<file path="config.mk">
export PLATFORM = sky130hd
export DESIGN_NAME = mat_store
export DESIGN_NICKNAME = d
export VERILOG_FILES = /design/src/rtl/mat_store.sv
export SDC_FILE = /design/constraint.sdc
export NUM_CORES = 1
export LEC_CHECK = 0
export ABC_AREA = 1
export CAP_MARGIN = 20
export CORE_MARGIN = 5
export CORE_UTILIZATION = 43
export DETAILED_ROUTE_END_ITERATION = 8
export PLACE_DENSITY = 0.6
export SYNTH_ARGS = -nofsm -noshare
export SYNTH_HDL_FRONTEND = slang
export SYNTH_SLANG_ARGS = --single-unit
</file>
<file path="constraint.sdc">
create_clock -name clk -period 4 [get_ports clk]
set_input_delay 0.6 -clock clk [delete_from_list [all_inputs] [get_ports clk]]
set_output_delay 0.6 -clock clk [all_outputs]
set_load 0.01 [all_outputs]
</file>
<file path="src/rtl/mat_store.sv">
// mat_store: two-slot matrix store feeding the matrix multiplier.
// Row-major element streams are written into one of two slots through a
// small load FSM; a 1-cycle-latency random-access read port serves the
// multiplier. Per-slot valid flags and committed dimensions are exported.
// Optional build macro MAT_STORE_BOUNDS_CHECK_EN: reads outside the
// committed dimensions (or of an invalid slot) return 0 with rd_oob set.
module mat_store #(
    parameter int DIM_WIDTH  = 3,
    parameter int DATA_WIDTH = 8,
    parameter int MAX_DIM    = 5
) (
    input  logic                  clk,
    input  logic                  rst_n,
    input  logic                  wr_begin,
    input  logic                  wr_slot,
    input  logic [DIM_WIDTH-1:0]  wr_rows,
    input  logic [DIM_WIDTH-1:0]  wr_cols,
    input  logic                  wr_valid,
    input  logic [DATA_WIDTH-1:0] wr_elem,
    input  logic                  wr_abort,
    output logic                  wr_ready,
    output logic                  wr_done,
    output logic                  wr_error,
    input  logic                  rd_en,
    input  logic                  rd_slot_idx,
    input  logic [DIM_WIDTH-1:0]  rd_row_idx,
    input  logic [DIM_WIDTH-1:0]  rd_col_idx,
    output logic [DATA_WIDTH-1:0] rd_elem,
    output logic                  rd_elem_valid,
    output logic                  rd_oob,
    output logic                  slot0_valid,
    output logic                  slot1_valid,
    output logic [DIM_WIDTH-1:0]  slot0_rows,
    output logic [DIM_WIDTH-1:0]  slot0_cols,
    output logic [DIM_WIDTH-1:0]  slot1_rows,
    output logic [DIM_WIDTH-1:0]  slot1_cols
);

    localparam int DEPTH  = MAX_DIM * MAX_DIM;
    localparam int ADDR_W = (DEPTH > 1) ? $clog2(DEPTH) : 1;
    localparam logic [DIM_WIDTH-1:0] DIM_ONE = DIM_WIDTH'(1);
    localparam logic [DIM_WIDTH-1:0] DIM_MAX = DIM_WIDTH'(MAX_DIM);

    typedef enum logic [1:0] {
        W_IDLE,
        W_FILL,
        W_COMMIT
    } wstate_t;

    wstate_t state;
    wstate_t state_nx;

    logic [DATA_WIDTH-1:0] mem [2][DEPTH];

    logic                 cur_slot;
    logic [DIM_WIDTH-1:0] cur_rows;
    logic [DIM_WIDTH-1:0] cur_cols;
    logic [DIM_WIDTH-1:0] row_cnt;
    logic [DIM_WIDTH-1:0] col_cnt;

    logic dims_ok;
    logic begin_ok;
    logic begin_bad;
    logic accept;
    logic last_col;
    logic last_elem;

    logic [ADDR_W-1:0] wr_addr;
    logic [ADDR_W-1:0] rd_addr;

    // Flat address row*MAX_DIM+col; indices beyond the array fold to 0
    function automatic logic [ADDR_W-1:0] addr_of(input logic [DIM_WIDTH-1:0] r,
                                                   input logic [DIM_WIDTH-1:0] c);
        int a;
        a = int'(r) * MAX_DIM + int'(c);
        if (a >= DEPTH) begin
            a = 0;
        end
        return ADDR_W'(a);
    endfunction

    assign dims_ok   = (wr_rows >= DIM_ONE) && (wr_rows <= DIM_MAX) &&
                       (wr_cols >= DIM_ONE) && (wr_cols <= DIM_MAX);
    assign begin_ok  = (state == W_IDLE) && wr_begin && dims_ok;
    assign begin_bad = (state == W_IDLE) && wr_begin && !dims_ok;
    assign accept    = (state == W_FILL) && wr_valid && !wr_abort;
    assign last_col  = (col_cnt == cur_cols - DIM_ONE);
    assign last_elem = last_col && (row_cnt == cur_rows - DIM_ONE);
    assign wr_addr   = addr_of(row_cnt, col_cnt);
    assign rd_addr   = addr_of(rd_row_idx, rd_col_idx);

    // Write FSM state register
    always_ff @(posedge clk or negedge rst_n) begin
        if (!rst_n) begin
            state <= W_IDLE;
        end else begin
            state <= state_nx;
        end
    end

    // Write FSM next-state and handshake outputs
    always_comb begin
        state_nx = state;
        wr_ready = 1'b0;
        wr_done  = 1'b0;
        case (state)
            W_IDLE: begin
                if (begin_ok) begin
                    state_nx = W_FILL;
                end
            end
            W_FILL: begin
                wr_ready = 1'b1;
                if (wr_abort) begin
                    state_nx = W_IDLE;
                end else if (accept && last_elem) begin
                    state_nx = W_COMMIT;
                end
            end
            W_COMMIT: begin
                wr_done  = 1'b1;
                state_nx = W_IDLE;
            end
            default: begin
                state_nx = W_IDLE;
            end
        endcase
    end

    // Load context: latched target/dimensions and row-major position counters
    always_ff @(posedge clk or negedge rst_n) begin
        if (!rst_n) begin
            cur_slot <= 1'b0;
            cur_rows <= '0;
            cur_cols <= '0;
            row_cnt  <= '0;
            col_cnt  <= '0;
        end else if (begin_ok) begin
            cur_slot <= wr_slot;
            cur_rows <= wr_rows;
            cur_cols <= wr_cols;
            row_cnt  <= '0;
            col_cnt  <= '0;
        end else if (accept) begin
            if (last_col) begin
                col_cnt <= '0;
                row_cnt <= row_cnt + DIM_ONE;
            end else begin
                col_cnt <= col_cnt + DIM_ONE;
            end
        end
    end

    // Illegal-dimension pulse, one cycle after the offending wr_begin
    always_ff @(posedge clk or negedge rst_n) begin
        if (!rst_n) begin
            wr_error <= 1'b0;
        end else begin
            wr_error <= begin_bad;
        end
    end

    // Slot flags: cleared when a load starts, set with dimensions on the final accept
    // so they become visible together with wr_done in the commit cycle
    always_ff @(posedge clk or negedge rst_n) begin
        if (!rst_n) begin
            slot0_valid <= 1'b0;
            slot1_valid <= 1'b0;
            slot0_rows  <= '0;
            slot0_cols  <= '0;
            slot1_rows  <= '0;
            slot1_cols  <= '0;
        end else if (begin_ok) begin
            if (wr_slot) begin
                slot1_valid <= 1'b0;
            end else begin
                slot0_valid <= 1'b0;
            end
        end else if (accept && last_elem) begin
            if (cur_slot) begin
                slot1_valid <= 1'b1;
                slot1_rows  <= cur_rows;
                slot1_cols  <= cur_cols;
            end else begin
                slot0_valid <= 1'b1;
                slot0_rows  <= cur_rows;
                slot0_cols  <= cur_cols;
            end
        end
    end

    // Element storage, not reset
    always_ff @(posedge clk) begin
        if (accept) begin
            mem[cur_slot][wr_addr] <= wr_elem;
        end
    end

`ifdef MAT_STORE_BOUNDS_CHECK_EN
    logic                 sel_valid;
    logic [DIM_WIDTH-1:0] sel_rows;
    logic [DIM_WIDTH-1:0] sel_cols;
    logic                 rd_bad;

    assign sel_valid = rd_slot_idx ? slot1_valid : slot0_valid;
    assign sel_rows  = rd_slot_idx ? slot1_rows  : slot0_rows;
    assign sel_cols  = rd_slot_idx ? slot1_cols  : slot0_cols;
    assign rd_bad    = !sel_valid || (rd_row_idx >= sel_rows) || (rd_col_idx >= sel_cols);

    // Read port with range check: out-of-range reads return 0 and flag rd_oob
    always_ff @(posedge clk or negedge rst_n) begin
        if (!rst_n) begin
            rd_elem       <= '0;
            rd_elem_valid <= 1'b0;
            rd_oob        <= 1'b0;
        end else begin
            rd_elem_valid <= rd_en;
            rd_oob        <= rd_en && rd_bad;
            if (rd_en) begin
                rd_elem <= rd_bad ? '0 : mem[rd_slot_idx][rd_addr];
            end
        end
    end
`else
    assign rd_oob = 1'b0;

    // Read port: registered data, held while no read is in flight
    always_ff @(posedge clk or negedge rst_n) begin
        if (!rst_n) begin
            rd_elem       <= '0;
            rd_elem_valid <= 1'b0;
        end else begin
            rd_elem_valid <= rd_en;
            if (rd_en) begin
                rd_elem <= mem[rd_slot_idx][rd_addr];
            end
        end
    end
`endif

endmodule

</file>
Word level (Yosys, flattened, before mapping)
Memories as Yosys holds them, arrays and structs flattened.
Cells that the tools add are included.
- flip-flop bits (word level): 39
- RAM bits: 400
- output and inout port bits: 27
- word-level logic and storage cells: 99
- memories: 1
- $add $sub $neg: 6
- multiply operators: 2
- order comparisons: 9
- equality and inequality tests: 9
- mux-type cells: 29
- bitwise gates (word level): 4
- reduce and logical (&&, ||, !) cells: 24
- memories (name ; depth ; width ; read ports ; clocked after memory_dff ; write ports ; RTL line ; RTL):
    mem ; 2 ; 200 ; 1 ; 0 ; 1 ; 53 ; logic [DATA_WIDTH-1:0] mem [2][DEPTH];
- operator list (operator ; number):
    $mux W200 ; 1
    $bmux W8 S5 ; 1
    $demux W8 S5 ; 1
    $mux W8 ; 3
    $mux W3 ; 6
    $add A6 B3 Y7 ; 2
    $ge A7 B5 Y1 const B ; 2
    $ge A6 B6 Y1 const B ; 2
    $mul A3 B3 Y6 const B ; 2
    $not A5 Y6 ; 2
    $reduce_and A3 Y1 ; 4
    $logic_and A1 B1 Y1 ; 11
    $mux W1 ; 11
    $mux W5 ; 2
    $reduce_bool A2 Y1 ; 4
    $add A3 B1 Y3 const B ; 2
    $eq A3 B3 Y1 ; 2
    $ge A3 B1 Y1 const B ; 2
    $le A3 B3 Y1 const B ; 2
    $lt A6 B1 Y1 const B ; 1
    $mux W2 ; 3
    $ne A2 B2 Y1 const B ; 3
    $sub A3 B1 Y3 const B ; 2
    $pmux W2 S2 ; 1
    8 further kinds ; 11

Depth between registers and ports, before layout
- depth in word-level cells: 10
- depth in mapped cells: 18
- mapped depth without buffers: 16

Worst setup path after synthesis
Ideal clock, no wire load.
- path type: register to register
- start: register row_cnt[0]
- end: memory mem[0][104] in the netlist's numbering, enable pin
- setup time: 0.383 ns
- arrival time: 3.265 ns
- data required time: 3.617 ns
- slack: 0.351 ns
- cell stages (with the launch flop): 12
- clock period less this slack: 3.649 ns
- path through: dfrtp_1 > ha_1 > ha_1 > inv_1 > fa_1 > inv_1 > o311ai_0 > nand2_1 > nor2_1 > nand3_1 > buf_2 > nor3_1
- word-level cells in the longest chain between the ends: 10
- elaborated cells between the ends (all ways): 11
- classes of those cells: add/sub (1); mul (1); order compare (3); mux (4); bitwise (1); reduce/logical (1)
- ends and longest elaborated chain (item ; RTL line ; RTL):
    start: declaration ; 58 ; logic [DIM_WIDTH-1:0] row_cnt;
    start signal: assignment ; 147 ; row_cnt <= row_cnt + DIM_ONE;
    $mul A3 B3 Y6 * ; 75 ; a = int'(r) * MAX_DIM + int'(c);
    $add A6 B3 Y7 * ; 75 ;
    $ge A7 B5 Y1 ; 76 ; if (a >= DEPTH) begin
    $mux W5 * ; 76 ;
    $not A5 Y6 (implied by the code) * ; 195 ; mem[cur_slot][wr_addr] <= wr_elem;
    $ge A6 B6 Y1 (implied by the code) / $lt A6 B1 Y1 (equally long branches) ; 195 ;
    $logic_and A1 B1 Y1 (implied by the code) ; 195 ;
    $mux W8 (implied by the code) ; 195 ;
    $demux W8 S5 * ; 195 ;
    $mux W200 (implied by the code) * ; 195 ;
    end: declaration ; 53 ;
Every way passes the cells marked *; elsewhere a longest branch is shown, timed or not.

Worst setup path in the final report
- start: register row_cnt[0]
- end: memory mem[1][168] in the netlist's numbering, enable pin
The elaborated chain is that of the path after synthesis.

==> metrics.csv <==
stage;metric;value;unit
outcome;status;finished clean;
clock_tree;cts_root_buf;clkbuf_16;
sta;finalSetupViolations;0;
finish;area_delta_synth_final;17.2;%
sta;finalCritPeriodShare;89.6;%
synthesis;ys_seq_area_share;68.5;%
synthesis;yosys_warnings;0;
synthesis;syn_area;19000;sq um
worst_setup_path;crit_path_top_delay_cell;fa_1;
worst_setup_path;cp-end-kind;flip-flop;
finish;diodes;0;
worst_setup_path;ff2ff_setup_slack;0.42;ns
clock_tree;post_cts_buffers;0;
clock_tree;cts_tree;built;
finish;fin_cells;2184;
finish;final_common_cell;edfxtp_1;
sta;maxSlewViolCount;0;
drt;dr.first_iter.drc_count;1100;
worst_setup_path;r2r-start;row_cnt[0];
drt;routedWlPerCell;22.0;microns
synthesis;synth.distinct_cells;41;
finish;multi_input_area;5370;sq um
drt;routed_wl;48.1;mm
power_and_ir_drop;fin_total_pwr;11600;uW
sta;fin_skew;0.0281;ns
power_and_ir_drop;irDropWorstVdd;0.359;mV
clock_tree;cts_inserted_buffers;45;
global_routing;grt_pass1_wl;73.5;mm
worst_setup_path;cpPeakStageDelay;0.46;ns
clock_tree;cts_sinks;439;
global_routing;grt_max_degree;98;
synthesis;syn_avg_cell_area;13.2;sq um
drt;via_per_inst;5.57;
sta;maxSlewHeadroom;29.3;%
worst_setup_path;worstPathArrival;3.83;ns
finish;stdcell_area;22200;sq um
floorplanning;die_w;220;microns
floorplanning;io_pins;55;
drt;route.vias.total;12165;
worst_setup_path;critPathLaunchType;flip-flop;
worst_setup_path;crit_chain;ha_1 > ha_1 > inv_1 > fa_1 > xnor2_1 > o311ai_0 > nand2_1 > inv_1 > nand2_1 > inv_1 > nor2_1 > o21ai_1 > buf_4 > nor3_1 > buf_2;
drt;met3_length;3.30;mm
power_and_ir_drop;power_density;520;nW/um^2
floorplanning;die_y;220;microns
drt;drtPass1Iterations;5;
worst_setup_path;cp-endpoint;mem[1][168];
clock_tree;ctsHoldBuffers;0;
global_routing;grt_util_all_layers;20.0;%
synthesis;synth_seq_cells;439;
worst_setup_path;startpoint;row_cnt[0];
finish;fin_nets;1609;
placement;hpwl;30.0;mm
drt;drcViolationCount;0;
sta;setup_ws;0.417;ns
sta;max_freq;0.279;GHz
synthesis;synth_fp_nets;1493;
clock_tree;cts_buffer_depth;3;
worst_setup_path;path_depth;15;
clock_tree;cts_resized;0;
drt;wl_met2;22.7;mm
global_routing;first_global_vias;12131;
floorplanning;initial_core_util;43.2;%
drt;top_layer_used;met4;
finish;drive_gt1_share;13.4;%
sta;tightestPinTransition;1.06;ns
clock_tree;h-tree-depth;2;
sta;final-hold-violation-count;0;
hold_path;hold_path.class;input pin to asynchronous set/reset pin;
clock_tree;worstSkewPairLatency;0.57;ns
worst_setup_path;crit_type;flip-flop to flip-flop;
synthesis;synthCells;1441;
placement;gp_congestion;0.829;
floorplanning;die-area;48400;sq um
global_routing;grt_antenna_before_repair;0;
global_routing;overflow;0;
drt;antenna_left;0;
placement;place_ws;-0.0436;ns
sta;fin_crit;3.58;ns
finish;final_cell_mix;400 x edfxtp_1, 191 x nand2_1, 185 x nand3_1, 176 x mux2i_1, 97 x nand4_1;
placement;port_buffers;53;
finish;regArea;13000;sq um
placement;place_inst;2096;
worst_setup_path;crit_fanout;8;
run;maxCapViolCount;0;
floorplanning;rows;77;
finish;n_fill_cell;3810;
sta;rsz0062_at_grt;no;
worst_setup_path;crit_required;4.25;ns
worst_setup_path;path_buf_inv;5;
drt;met1Wirelength;20.9;mm
sta;setup-tns-final;0;ns
floorplanning;core;43900;sq um
worst_setup_path;r2r_cells;15;
clock_tree;clkTransAtPathRegs;0.06;ns
placement;postPlaceCellArea;20700;sq um
worst_setup_path;critPathMostFrequentCell;inv_1;
worst_setup_path;r2r-end;mem[1][168];
power_and_ir_drop;leakage;0.00838;uW
worst_setup_path;critPathTopFamily;adder cells;
==> final cells by class <==
cell class                      instances  area share (%)
Clock buffer                           61            5.75
Clock inverter                         21           0.681
Inverter                               53           0.895
Multi-Input combinational cell        854            24.2
Sequential cell                       439            58.4
Tap cell                              592            3.33
Timing Repair Buffer                  164            6.76
==> how the worst min path moves through the flow <==
stage,startpoint,end,cells after the start
2_1_floorplan,rst_n,col_cnt[0],0
3_3_place_gp,cur_cols[1],cur_cols[1],2
3_5_place_dp,cur_cols[1],cur_cols[1],2
4_1_cts,rst_n,cur_rows[0],1
5_1_grt,rst_n,cur_rows[0],1
6_report,rst_n,cur_rows[0],1
==> Yosys cell counts (all sizes together) <==
library cell	instances	area, sq um
a211oi	1	7.51
a21boi	2	15.0
a21oi	22	121
a32o	1	10.0
and2	1	6.26
buf	55	295
clkbuf	40	151
clkinv	1	3.75
conb	1	3.75
dfrtp	39	976
edfxtp	400	12000
fa	2	40.0
ha	22	275
inv	52	195
mux2i	176	1760
nand2	192	723
nand3	188	963
nand4	97	607
nor2	35	149
nor3	53	270
nor3b	1	7.51
o211ai	8	60.1
o21a	1	7.51
o21ai	31	155
o311ai	1	8.76
o31ai	1	7.51
or2	9	56.3
xnor2	3	26.3
xor2	6	52.6
==> power breakdown <==
group | total [uW] | switching, uW | internal, uW
registers | 5230 | 110 | 5120
clock network | 4050 | 1690 | 2360
logic | 2290 | 1480 | 806
total | 11600 | 3280 | 8290
==> worst register-to-register path, stage by stage (launching register included) <==
cell      delay (ns)
dfrtp_1         0.38
ha_1            0.30
ha_1            0.30
inv_1           0.06
fa_1            0.46
xnor2_1         0.22
o311ai_0        0.16
nand2_1         0.19
inv_1           0.08
nand2_1         0.06
inv_1           0.05
nor2_1          0.12
o21ai_1         0.09
buf_4           0.19
nor3_1          0.36
buf_2           0.28
==> sequential cells by signal (all words and copies together) (netlist names) <==
name and flops:
slot0_cols 3, cur_cols 3, slot1_cols 3, state 2, cur_slot 1, wr_error 1
slot0_valid 1, col_cnt 3, rd_elem_valid 1, mem 400, rd_elem 8, slot1_valid 1
row_cnt 3, slot0_rows 3, slot1_rows 3, cur_rows 3
==> logic make-up (layout without fill, tap and decap cells) <==
kind of cell | Yosys count | after routing | share of synthesized area [%]
flip-flops | 439 | 439 | 68.5
other | 1 | 1 | 0.0198
multiplexers | 176 | 176 | 9.29
AO/OA/AOI/OAI | 68 | 68 | 2.07
AND/OR/NAND/NOR | 576 | 576 | 14.7
adder cells (fa/ha/maj) | 24 | 24 | 1.66
XOR/XNOR | 9 | 9 | 0.416
buffers and inverters | 148 | 299 | 3.40
==> through the flow <==
stage          utilization, %  hold WS [ns]
2_1_floorplan               -         0.304
4_1_cts                  50.4         0.191
3_5_place_dp             47.2         0.484
6_report                 50.6         0.197
5_1_grt                  50.6         0.246
3_3_place_gp             47.2         0.470
==> routing by layer <==
layer	vias up	global-route usage, %
li1	5615	-
met1	6013	28.5
met2	460	31.8
met5	-	0
met3	77	3.31
met4	0	6.05
Power figures use the tool's default switching activity.
==> patch (same flow settings) <==
Build with the macro `MAT_STORE_BOUNDS_CHECK_EN` defined.
--- a/src/rtl/mat_store.sv
+++ b/src/rtl/mat_store.sv
@@ -4,6 +4,8 @@
 // multiplier. Per-slot valid flags and committed dimensions are exported.
 // Optional build macro MAT_STORE_BOUNDS_CHECK_EN: reads outside the
 // committed dimensions (or of an invalid slot) return 0 with rd_oob set.
+`define MAT_STORE_BOUNDS_CHECK_EN
+
 module mat_store #(
     parameter int DIM_WIDTH  = 3,
     parameter int DATA_WIDTH = 8,
Function: changed (Yosys sat finds a counterexample within 4 cycles, from zero or initial values and one cycle with rst_n low).
==> patch against the unedited design <==
- sequential cell count increased by 1
- power shrank 0.85%
- combinational power increased by 4%
- synthesized area up 2.0%
- setup slack worse by 0.15 ns
- utilization increased by 0.079 points
- routed wire length is 4.3% higher
- global-route usage up 0.22 points
- synthesized cell count up 18%
- worst hold slack improved by 0.21 ns
- design area is 1.3% higher
==> patch: results (changes against the unedited design) <==
MET3_WIRELENGTH_UM=3450  # was 3300 um
DPL.HPWL_UM=31400  # was 30000 um
SHARE_OF_SYNTHESIZED_AREA_OCCUPIED_BY_FLIP_FLOPS_AND_LATCHES_PCT=67.2  # was 68.5%
FINALCLOCKSKEW_NS=0.0209  # was 0.0281 ns
DRT_ITER0_DRC=1196  # was 1100
WORST_SLACK_AT_PLACEMENT_NS=-0.0211  # was -0.0436 ns
TIMING.REG2REG.WORST_PATH_DEPTH=12  # was 15
SETUP.REG_TO_REG.WORST_SLACK_NS=0.26  # was 0.42 ns
POWER.STATIC_LEAKAGE_nW=8.57  # was 8.38 nW
TOTAL_DETAILED_ROUTING_WIRELENGTH_UM=50200  # was 48100 um
TOTAL_SWITCHING_POWER_mW=3.37  # was 3.28 mW
FINAL_NET_COUNT=1864  # was 1609
FIN_CELLS=2433  # was 2184
FINAL_LAYOUT_SIZE_SUFFIX_GT1_SHARE_PCT=10.7  # was 13.4%
TRACK_USAGE_PCT=20.2  # was 20.0%
WORST_IR_DROP_VDD_mV=0.320  # was 0.359 mV
LAYOUT_MIN_CYCLE_TIME_NS=3.74  # was 3.58 ns
GLOBALPLACE.CONGESTION=0.924  # was 0.829
ADDER_CELL_SHARE_OF_THE_SYNTHESIZED_AREA_PCT=2.02  # was 1.66%
TIMING.CRITICAL_PATH.TO='mem[0][80]$_DFFE_PP_'  # was mem[1][168]$_DFFE_PP_
NUMBER_OF_GLOBAL_ROUTE_VIAS_BEFORE_REPAIR=13000  # was 12100
PLACED_CELLS=2345  # was 2096
SYNTH_CELL_TYPE_COUNT=40  # was 41
RELSLEWSLACK_PCT=25.3  # was 29.3%
GRT_PASS1_WL_UM=77600  # was 73500 um
YS_TOP_CELLS_BY_AREA='sky130_fd_sc_hd__edfxtp_1, sky130_fd_sc_hd__nor2_1, sky130_fd_sc_hd__nand2_1'  # was sky130_fd_sc_hd__edfxtp_1, sky130_fd_sc_hd__mux2i_1, sky130_fd_sc_hd__dfrtp_1
YOSYS.AREA_SHARE.XOR_XNOR_PCT=0.362  # was 0.416%
POST_SYNTH_INST_COUNT=1698  # was 1441
DETAILED_ROUTE_VIAS_PER_INSTANCE=5.42  # was 5.57
ARRIVAL_NS=3.99  # was 3.83 ns
RUN_STATUS='complete, no violations'  # unchanged
GRT_USE_MET2_PCT=31.8  # about the same
## patch: power by group through the flow
stage	logic, mW	clock network, mW	registers, mW
5_1_grt	2.59	4.21	5.18
2_1_floorplan	1.39	0	5.26
3_3_place_gp	2.31	0	5.26
6_report	2.38	3.93	5.17
3_5_place_dp	2.35	0	5.27
4_1_cts	2.36	4.01	5.17
## patch: timing repair
item                                   in CTS  in global routing
endpoints found under the hold margin       0                  6
hold buffers                                0                  1
gates resized for setup                     0                  0
## patch: cell type report
cell class	instances	area (sq um)	area share, %
sequential	440	13000	57.8
inverter	54	205	0.911
multi-input combinational	1101	5660	25.1
tap	592	741	3.29
timing repair buffer	164	1540	6.82
clock buffer	63	1240	5.49
clock inverter	19	125	0.556
## patch: critical path, stage by stage (launching register included)
cell and delay [ns]:
sky130_fd_sc_hd__dfrtp_1 0.38, sky130_fd_sc_hd__ha_1 0.29, sky130_fd_sc_hd__ha_1 0.30, sky130_fd_sc_hd__inv_1 0.07
sky130_fd_sc_hd__fa_1 0.56, sky130_fd_sc_hd__inv_1 0.06, sky130_fd_sc_hd__o311ai_0 0.33, sky130_fd_sc_hd__nand2_1 0.22
sky130_fd_sc_hd__nor2_1 0.20, sky130_fd_sc_hd__nand3_1 0.32, sky130_fd_sc_hd__buf_4 0.29, sky130_fd_sc_hd__nor3_1 0.17
sky130_fd_sc_hd__buf_4 0.23
## patch: cells by family (layout without fill, tap and decap cells)
| group | Yosys count | count (layout) |
|---|---|---|
| compound gates | 59 | 59 |
| xor+xnor | 8 | 8 |
| fa+ha+maj | 30 | 30 |
| buf+inv | 157 | 300 |
| flops | 440 | 440 |
| mux | 82 | 82 |
| simple gates | 922 | 922 |
